[config.mk]
export PLATFORM = sky130hd
export DESIGN_NAME = lsu_bus_master
export DESIGN_NICKNAME = d
export VERILOG_FILES = /design/src/rtl/lsu_pkg.sv /design/src/rtl/lsu_bus_master_align.sv /design/src/rtl/lsu_bus_master.sv
export SDC_FILE = /design/constraint.sdc
export NUM_CORES = 1
export LEC_CHECK = 0
export ABC_AREA = 1
export BUFFER_PORTS_ARGS = -buffer_cell sky130_fd_sc_hd__buf_2
export CORE_MARGIN = 3
export CORE_UTILIZATION = 51
export CTS_CLUSTER_DIAMETER = 200
export DETAILED_ROUTE_END_ITERATION = 12
export GPL_TIMING_DRIVEN = 0
export PLACE_DENSITY = 0.81
export SYNTH_ARGS = -nofsm -noshare
export SYNTH_HDL_FRONTEND = slang
export SYNTH_HIERARCHICAL = 1
export SYNTH_SLANG_ARGS = --single-unit
[constraint.sdc]
create_clock -name clock -period 2.67 [get_ports clock]
set_input_delay 0.267 -clock clock [delete_from_list [all_inputs] [get_ports clock]]
set_output_delay 0.267 -clock clock [all_outputs]
set_load 0.02 [all_outputs]
[src/rtl/lsu_pkg.sv]
// lsu_pkg: shared types and limits for the LSU bus master.
package lsu_pkg;
    typedef enum logic [1:0] {SIZE_BYTE, SIZE_HALF, SIZE_WORD, SIZE_RSVD} size_t;
    typedef enum logic [1:0] {IDLE, ISSUE, WAIT, RESP} lsu_state_t;
    localparam int MAX_READ_LATENCY = 2;
endpackage

[src/rtl/lsu_bus_master_align.sv]
// lsu_align: byte-lane enables, write-data replication and load-data extraction/extension.
module lsu_align
    import lsu_pkg::*;
(
    input  logic [1:0]  i_size,
    input  logic [1:0]  i_addr,
    input  logic [31:0] i_wdata,
    input  logic        i_unsigned,
    input  logic [31:0] i_q,
    output logic [3:0]  o_byteena,
    output logic [31:0] o_wdata,
    output logic [31:0] o_rdata
);
    logic [31:0] w_shift;
    always_comb begin
        w_shift   = i_q >> {i_addr, 3'b000};
        o_byteena = (i_size == SIZE_BYTE) ? 4'b0001 << i_addr :
                    (i_size == SIZE_HALF) ? (i_addr[1] ? 4'b1100 : 4'b0011) : 4'b1111;
        o_wdata   = (i_size == SIZE_BYTE) ? {4{i_wdata[7:0]}} :
                    (i_size == SIZE_HALF) ? {2{i_wdata[15:0]}} : i_wdata;
        o_rdata   = (i_size == SIZE_BYTE) ? {{24{~i_unsigned & w_shift[7]}}, w_shift[7:0]} :
                    (i_size == SIZE_HALF) ? {{16{~i_unsigned & w_shift[15]}}, w_shift[15:0]} : w_shift;
    end
endmodule

[src/rtl/lsu_bus_master.sv]
// lsu_bus_master: single-outstanding load/store initiator on the word-addressed bus.
// LSU_MISALIGN_CHECK_EN rejects misaligned/reserved requests; otherwise low address bits are masked.
module lsu_bus_master
    import lsu_pkg::*;
#(
    parameter int ADDR_WIDTH   = 14,
    parameter int READ_LATENCY = 1
) (
    input  logic                  clock,
    input  logic                  reset_n,
    input  logic                  i_req_valid,
    output logic                  o_req_ready,
    input  logic [31:0]           i_req_addr,
    input  logic                  i_req_write,
    input  logic [1:0]            i_req_size,
    input  logic                  i_req_unsigned,
    input  logic [31:0]           i_req_wdata,
    output logic                  o_resp_valid,
    output logic [31:0]           o_resp_rdata,
    output logic                  o_resp_error,
    output logic [ADDR_WIDTH-1:0] o_bus_address,
    output logic [3:0]            o_bus_byteena,
    output logic                  o_bus_clken,
    output logic                  o_bus_wren,
    output logic [31:0]           o_bus_data,
    input  logic [31:0]           i_bus_q
);
    localparam int CW = $clog2(MAX_READ_LATENCY);

    lsu_state_t r_state, w_state_nxt;
    logic [1:0] r_size, r_lo, w_req_size, w_req_lo, w_size, w_lo;
    logic r_unsigned, r_write, w_req_err;
    logic [CW-1:0] r_cnt;
    logic [3:0] w_byteena;
    logic [31:0] w_wdata, w_rdata;
    logic r_req_ready, r_resp_valid, r_resp_error, r_bus_clken, r_bus_wren;
    logic [31:0] r_resp_rdata, r_bus_data;
    logic [ADDR_WIDTH-1:0] r_bus_address;
    logic [3:0] r_bus_byteena;
    logic w_unused;

`ifdef LSU_MISALIGN_CHECK_EN
    assign w_req_size = i_req_size;
    assign w_req_lo   = i_req_addr[1:0];
    assign w_req_err  = (i_req_size == SIZE_HALF && i_req_addr[0]) ||
                        (i_req_size == SIZE_WORD && i_req_addr[1:0] != 2'b00) || (i_req_size == SIZE_RSVD);
`else
    assign w_req_size = (i_req_size == SIZE_RSVD) ? SIZE_WORD : i_req_size;
    assign w_req_lo   = (w_req_size == SIZE_BYTE) ? i_req_addr[1:0] :
                        (w_req_size == SIZE_HALF) ? {i_req_addr[1], 1'b0} : 2'b00;
    assign w_req_err  = 1'b0;
`endif
    assign w_unused = ^i_req_addr[31:ADDR_WIDTH+2];

    // In IDLE the aligner sees the incoming request; afterwards the latched one for load data.
    assign w_size = (r_state == IDLE) ? w_req_size : r_size;
    assign w_lo   = (r_state == IDLE) ? w_req_lo : r_lo;

    lsu_align u_align (
        .i_size(w_size), .i_addr(w_lo), .i_wdata(i_req_wdata), .i_unsigned(r_unsigned), .i_q(i_bus_q),
        .o_byteena(w_byteena), .o_wdata(w_wdata), .o_rdata(w_rdata)
    );

    always_comb begin
        w_state_nxt = r_state;
        case (r_state)
            IDLE:    w_state_nxt = i_req_valid ? (w_req_err ? RESP : ISSUE) : IDLE;
            ISSUE:   w_state_nxt = r_write ? RESP : WAIT;
            WAIT:    w_state_nxt = (r_cnt == '0) ? RESP : WAIT;
            default: w_state_nxt = IDLE;
        endcase
    end

    always_ff @(posedge clock) begin
        if (!reset_n) begin
            r_state       <= IDLE;
            r_req_ready   <= 1'b1;
            r_resp_valid  <= 1'b0;
            r_resp_error  <= 1'b0;
            r_resp_rdata  <= '0;
            r_bus_clken   <= 1'b0;
            r_bus_wren    <= 1'b0;
            r_bus_address <= '0;
            r_bus_byteena <= '0;
            r_bus_data    <= '0;
            r_size        <= '0;
            r_lo          <= '0;
            r_unsigned    <= 1'b0;
            r_write       <= 1'b0;
            r_cnt         <= '0;
        end else begin
            r_state      <= w_state_nxt;
            r_req_ready  <= w_state_nxt == IDLE;
            r_resp_valid <= w_state_nxt == RESP;
            r_resp_error <= r_state == IDLE && w_state_nxt == RESP;
            r_resp_rdata <= (r_state == WAIT && w_state_nxt == RESP) ? w_rdata : '0;
            r_bus_clken  <= w_state_nxt == ISSUE;
            r_bus_wren   <= w_state_nxt == ISSUE && i_req_write;
            if (r_state == IDLE && i_req_valid) begin
                r_size     <= w_req_size;
                r_lo       <= w_req_lo;
                r_unsigned <= i_req_unsigned;
                r_write    <= i_req_write;
            end
            if (w_state_nxt == ISSUE) begin
                r_bus_address <= i_req_addr[ADDR_WIDTH+1:2];
                r_bus_byteena <= w_byteena;
                r_bus_data    <= w_wdata;
            end
            r_cnt <= (r_state == ISSUE) ? CW'(READ_LATENCY - 1) : (r_state == WAIT) ? r_cnt - CW'(1) : r_cnt;
        end
    end

    assign o_req_ready   = r_req_ready;
    assign o_resp_valid  = r_resp_valid;
    assign o_resp_error  = r_resp_error;
    assign o_resp_rdata  = r_resp_rdata;
    assign o_bus_clken   = r_bus_clken;
    assign o_bus_wren    = r_bus_wren;
    assign o_bus_address = r_bus_address;
    assign o_bus_byteena = r_bus_byteena;
    assign o_bus_data    = r_bus_data;
endmodule

==> results.tsv <==
stage	metric	value	unit
clock_tree	Clock Sinks	96	
synthesis	Yosys cell types	30	
timing	relative slew slack	48.6	%
power	power density cells	953	mW/mm2
clock_tree	CTS Buf Count	9	
synthesis	top cell type by total area after synthesis	dfxtp_1	
min_path	Hold Crit Start	i_req_write	
clock_tree	clk_lat worst skew	0.38	ns
die	Core Area	0.0100	mm2
critical_path	kind of end point of the critical path	flop	
timing	achievable frequency	401	MHz
critical_path	RR Endpoint	o_resp_rdata[9]	
clock_tree	Post-CTS Repair Setup Buffers	0	
timing	unrepaired setup endpoints after global routing	false	
place	Port-buffer cells	173	
global_routing	largest net degree at the start of global routing	18	
clock_tree	maximum clock path buffer count	2	
critical_path	crit start category	flop	
critical_path	Worst EP arrival	2.73	ns
min_path	Worst Hold Class	in -> reg	
critical_path	crit-path max FO	10	
die	die height	109	um
timing	Sum Neg Setup Slack	0	ns
timing	Final period util	93.4	%
power	sequential power share	30.6	%
cells_and_area	share of cells above drive strength 1	25.5	%
detailed_routing	drt total wl	14700	um
timing	crit path time final	2.49	ns
critical_path	FF-to-FF path depth	13	
timing	worst-margin pin slew	0.770	ns
timing	final worst slack	0.177	ns
critical_path	Worst R2R Setup Slack	0.18	ns
critical_path	Crit path required time	2.91	ns
min_path	hold endpoint	o_bus_wren	
power	combinational group share of total power	53.7	%
synthesis	Synth top area share	35.5	%
detailed_routing	TritonRoute pass-1 iters	5	
die	Initial Utilization	53.9	%
job	Max Cap Viol	0	
global_routing	vias in the first global route	4952	
min_path	hold depth	3	
die	die area	0.0119	mm2
detailed_routing	# DRC	0	
power	Psw	0.00298	W
power	Clk pwr share	15.8	%
die	top-level I/O count	190	
global_routing	Congestion Overflow GR	0	
place	worst slack at placement	0.283	ns
detailed_routing	vias per inst	4.71	
power	LEAKAGE	3.96	nW
critical_path	Crit. Startpoint	r_state[0]	
timing	Final Setup Violations	0	
detailed_routing	post-DR wirelength/cell	12.6	um
timing	clk_skew	0.0211	ns
cells_and_area	final cell count without fillers	1167	
cells_and_area	Final Net Count	1135	
cells_and_area	Area Overhead vs Synth	22.8	%
timing	Hold WS	0.148	ns
die	Rows	36	
synthesis	Post-Syn Area	0.00542	mm2
clock_tree	CTS tree	done	
synthesis	post-synthesis register bit count	96	
synthesis	Syn. warnings	6	
critical_path	Crit Path Class	reg -> reg	
synthesis	ranking of synthesized cells by area	dfxtp_1, nand2_1, inv_1, nand4_1, nor2_1	
synthesis	Cells after Synth	844	
power	switching part of the total	47.0	%
cells_and_area	fin util	66.2	%
detailed_routing	Iteration-0 DRC Markers	448	
synthesis	Syn Area/Cell	6.42	um2
global_routing	initial antenna violation count	0	
place	gpl congestion	1.00	
synthesis	sequential share of the synthesized area	35.5	%
power	internal power	0.00336	W
power	Max IR drop VDD	0.679	mV
detailed_routing	Vias	5493	
place	Detailed Place HPWL	11200	um
global_routing	global-route usage over all layers	24.6	%
detailed_routing	Final ANT Viol Nets	0	
status	outcome	complete, no violations	
critical_path	reg-to-reg critical path startpoint	r_state[0]	
timing	final-report max-slew violation count	0	
place	placed cells	1150	
clock_tree	Clock Root Buffer	clkbuf_8	
synthesis	post-synth net total	951	
timing	Hold Fails Final Rpt	0	
die	Die X	109	um
clock_tree	H-tree Lvls	3	
clock_tree	CTS clock-pin slew for the worst setup and hold paths	0.11	ns
global_routing	first-pass GRT wire length	23100	um
timing repair:
action / 4_1_cts / 5_1_grt
endpoints found under the setup margin: 0 / 1
hold buffers: 0 / 0
gates resized for setup: 0 / 1
worst max path at each step:
stage / end / slack (ns)
after global placement: o_resp_rdata[9] / 0.34
final: o_resp_rdata[9] / 0.18
after global routing: o_resp_rdata[9] / 0.04
after floorplan: o_resp_rdata[24] / 0.69
after detailed placement: o_resp_rdata[16] / 0.28
after CTS: o_resp_rdata[16] / 0.20
final cells by class:
class	instances	area, um2
clock inverter	7	78.8
sequential	96	1920
buffer	53	329
inverter	221	832
antenna	1	2.50
multi-input combinational	474	2330
tap	133	166
fill	935	3390
clock buffer	9	124
timing repair buffer	173	866
cell families (layout without fill, tap and decap cells):
logic type               count (synthesis)  in the layout  synth area share (%)
AND/OR/NAND/NOR                        416            416                  36.3
buffers and inverters                  274            463                  21.4
flip-flops                              96             96                  35.5
AO/OA/AOI/OAI                           54             54                  5.87
adder cells (fa/ha/maj)                  4              4                 0.924
other                                    0              1                     0
Yosys cell counts:
library cell,number
a211oi_1,1
a21oi_1,7
a22oi_1,5
buf_1,9
buf_2,14
buf_4,10
buf_6,10
clkbuf_1,10
clkinv_1,1
dfxtp_1,96
ha_1,4
inv_1,214
inv_2,5
inv_4,1
nand2_1,233
nand2_2,2
nand2_4,3
nand3_1,19
nand3_2,6
nand3_4,3
nand4_1,50
nand4_4,1
nor2_1,62
nor2_2,3
nor2_4,1
nor3_1,18
nor3_2,15
o211ai_1,13
o21ai_0,27
o21ai_1,1
worst max-delay path: stages, from the launching register on:
cell and delay, ns:
dfxtp_1 0.35, inv_1 0.08, ha_1 0.30, inv_1 0.15, o21ai_0 0.27, buf_6 0.19, nor2_2 0.05, buf_6 0.15
inv_1 0.24, nor2_1 0.07, o21ai_0 0.30, nand2_1 0.09, inv_1 0.07, nor3_1 0.04
through the flow:
stage / total power [W] / cell area, um2
floorplan: 0.00444 / 5420
global placement: 0.00527 / 6450
detailed placement: 0.00533 / 6450
CTS: 0.00634 / 6650
global route: 0.00688 / 6650
finish: 0.00634 / 6650
flip-flops by register name, summed over array words and instances, names as in the netlist:
name,count
o_bus_data,32
o_resp_rdata,32
o_bus_address,14
o_bus_byteena,4
r_lo,2
r_size,2
r_state,2
o_bus_clken,1
o_bus_wren,1
o_req_ready,1
o_resp_error,1
o_resp_valid,1
r_cnt,1
r_unsigned,1
r_write,1
placed cells by master, fill, tap and decap left out, types with 10 or more instances in the layout:
master,Yosys,final
clkbuf_1,10,10
buf_6,10,10
buf_4,10,10
nor3_1,18,18
nand2_1,233,233
dfxtp_1,96,96
o21ai_0,27,26
buf_2,14,187
o211ai_1,13,13
nand4_1,50,50
nand3_1,19,19
nor3_2,15,15
nor2_1,62,62
inv_1,214,214
power by group through the flow:
stage	registers [W]	clock network [W]	logic (W)
4_1_cts	0.00194	0.00101	0.00338
6_report	0.00194	0.00100	0.00340
2_1_floorplan	0.00237	0	0.00207
3_5_place_dp	0.00197	0	0.00336
5_1_grt	0.00198	0.00107	0.00383
3_3_place_gp	0.00196	0	0.00330
per-layer routing:
layer	GRT usage, %	part of all wire, %	up-vias
met4	7.48	2.1	0
met2	39.6	46	195
met1	32.6	45	2380
met3	5.74	7.5	30
met5	0	0	-
li1	-	-	2888
No activity file was read; power rests on OpenSTA's default activity.
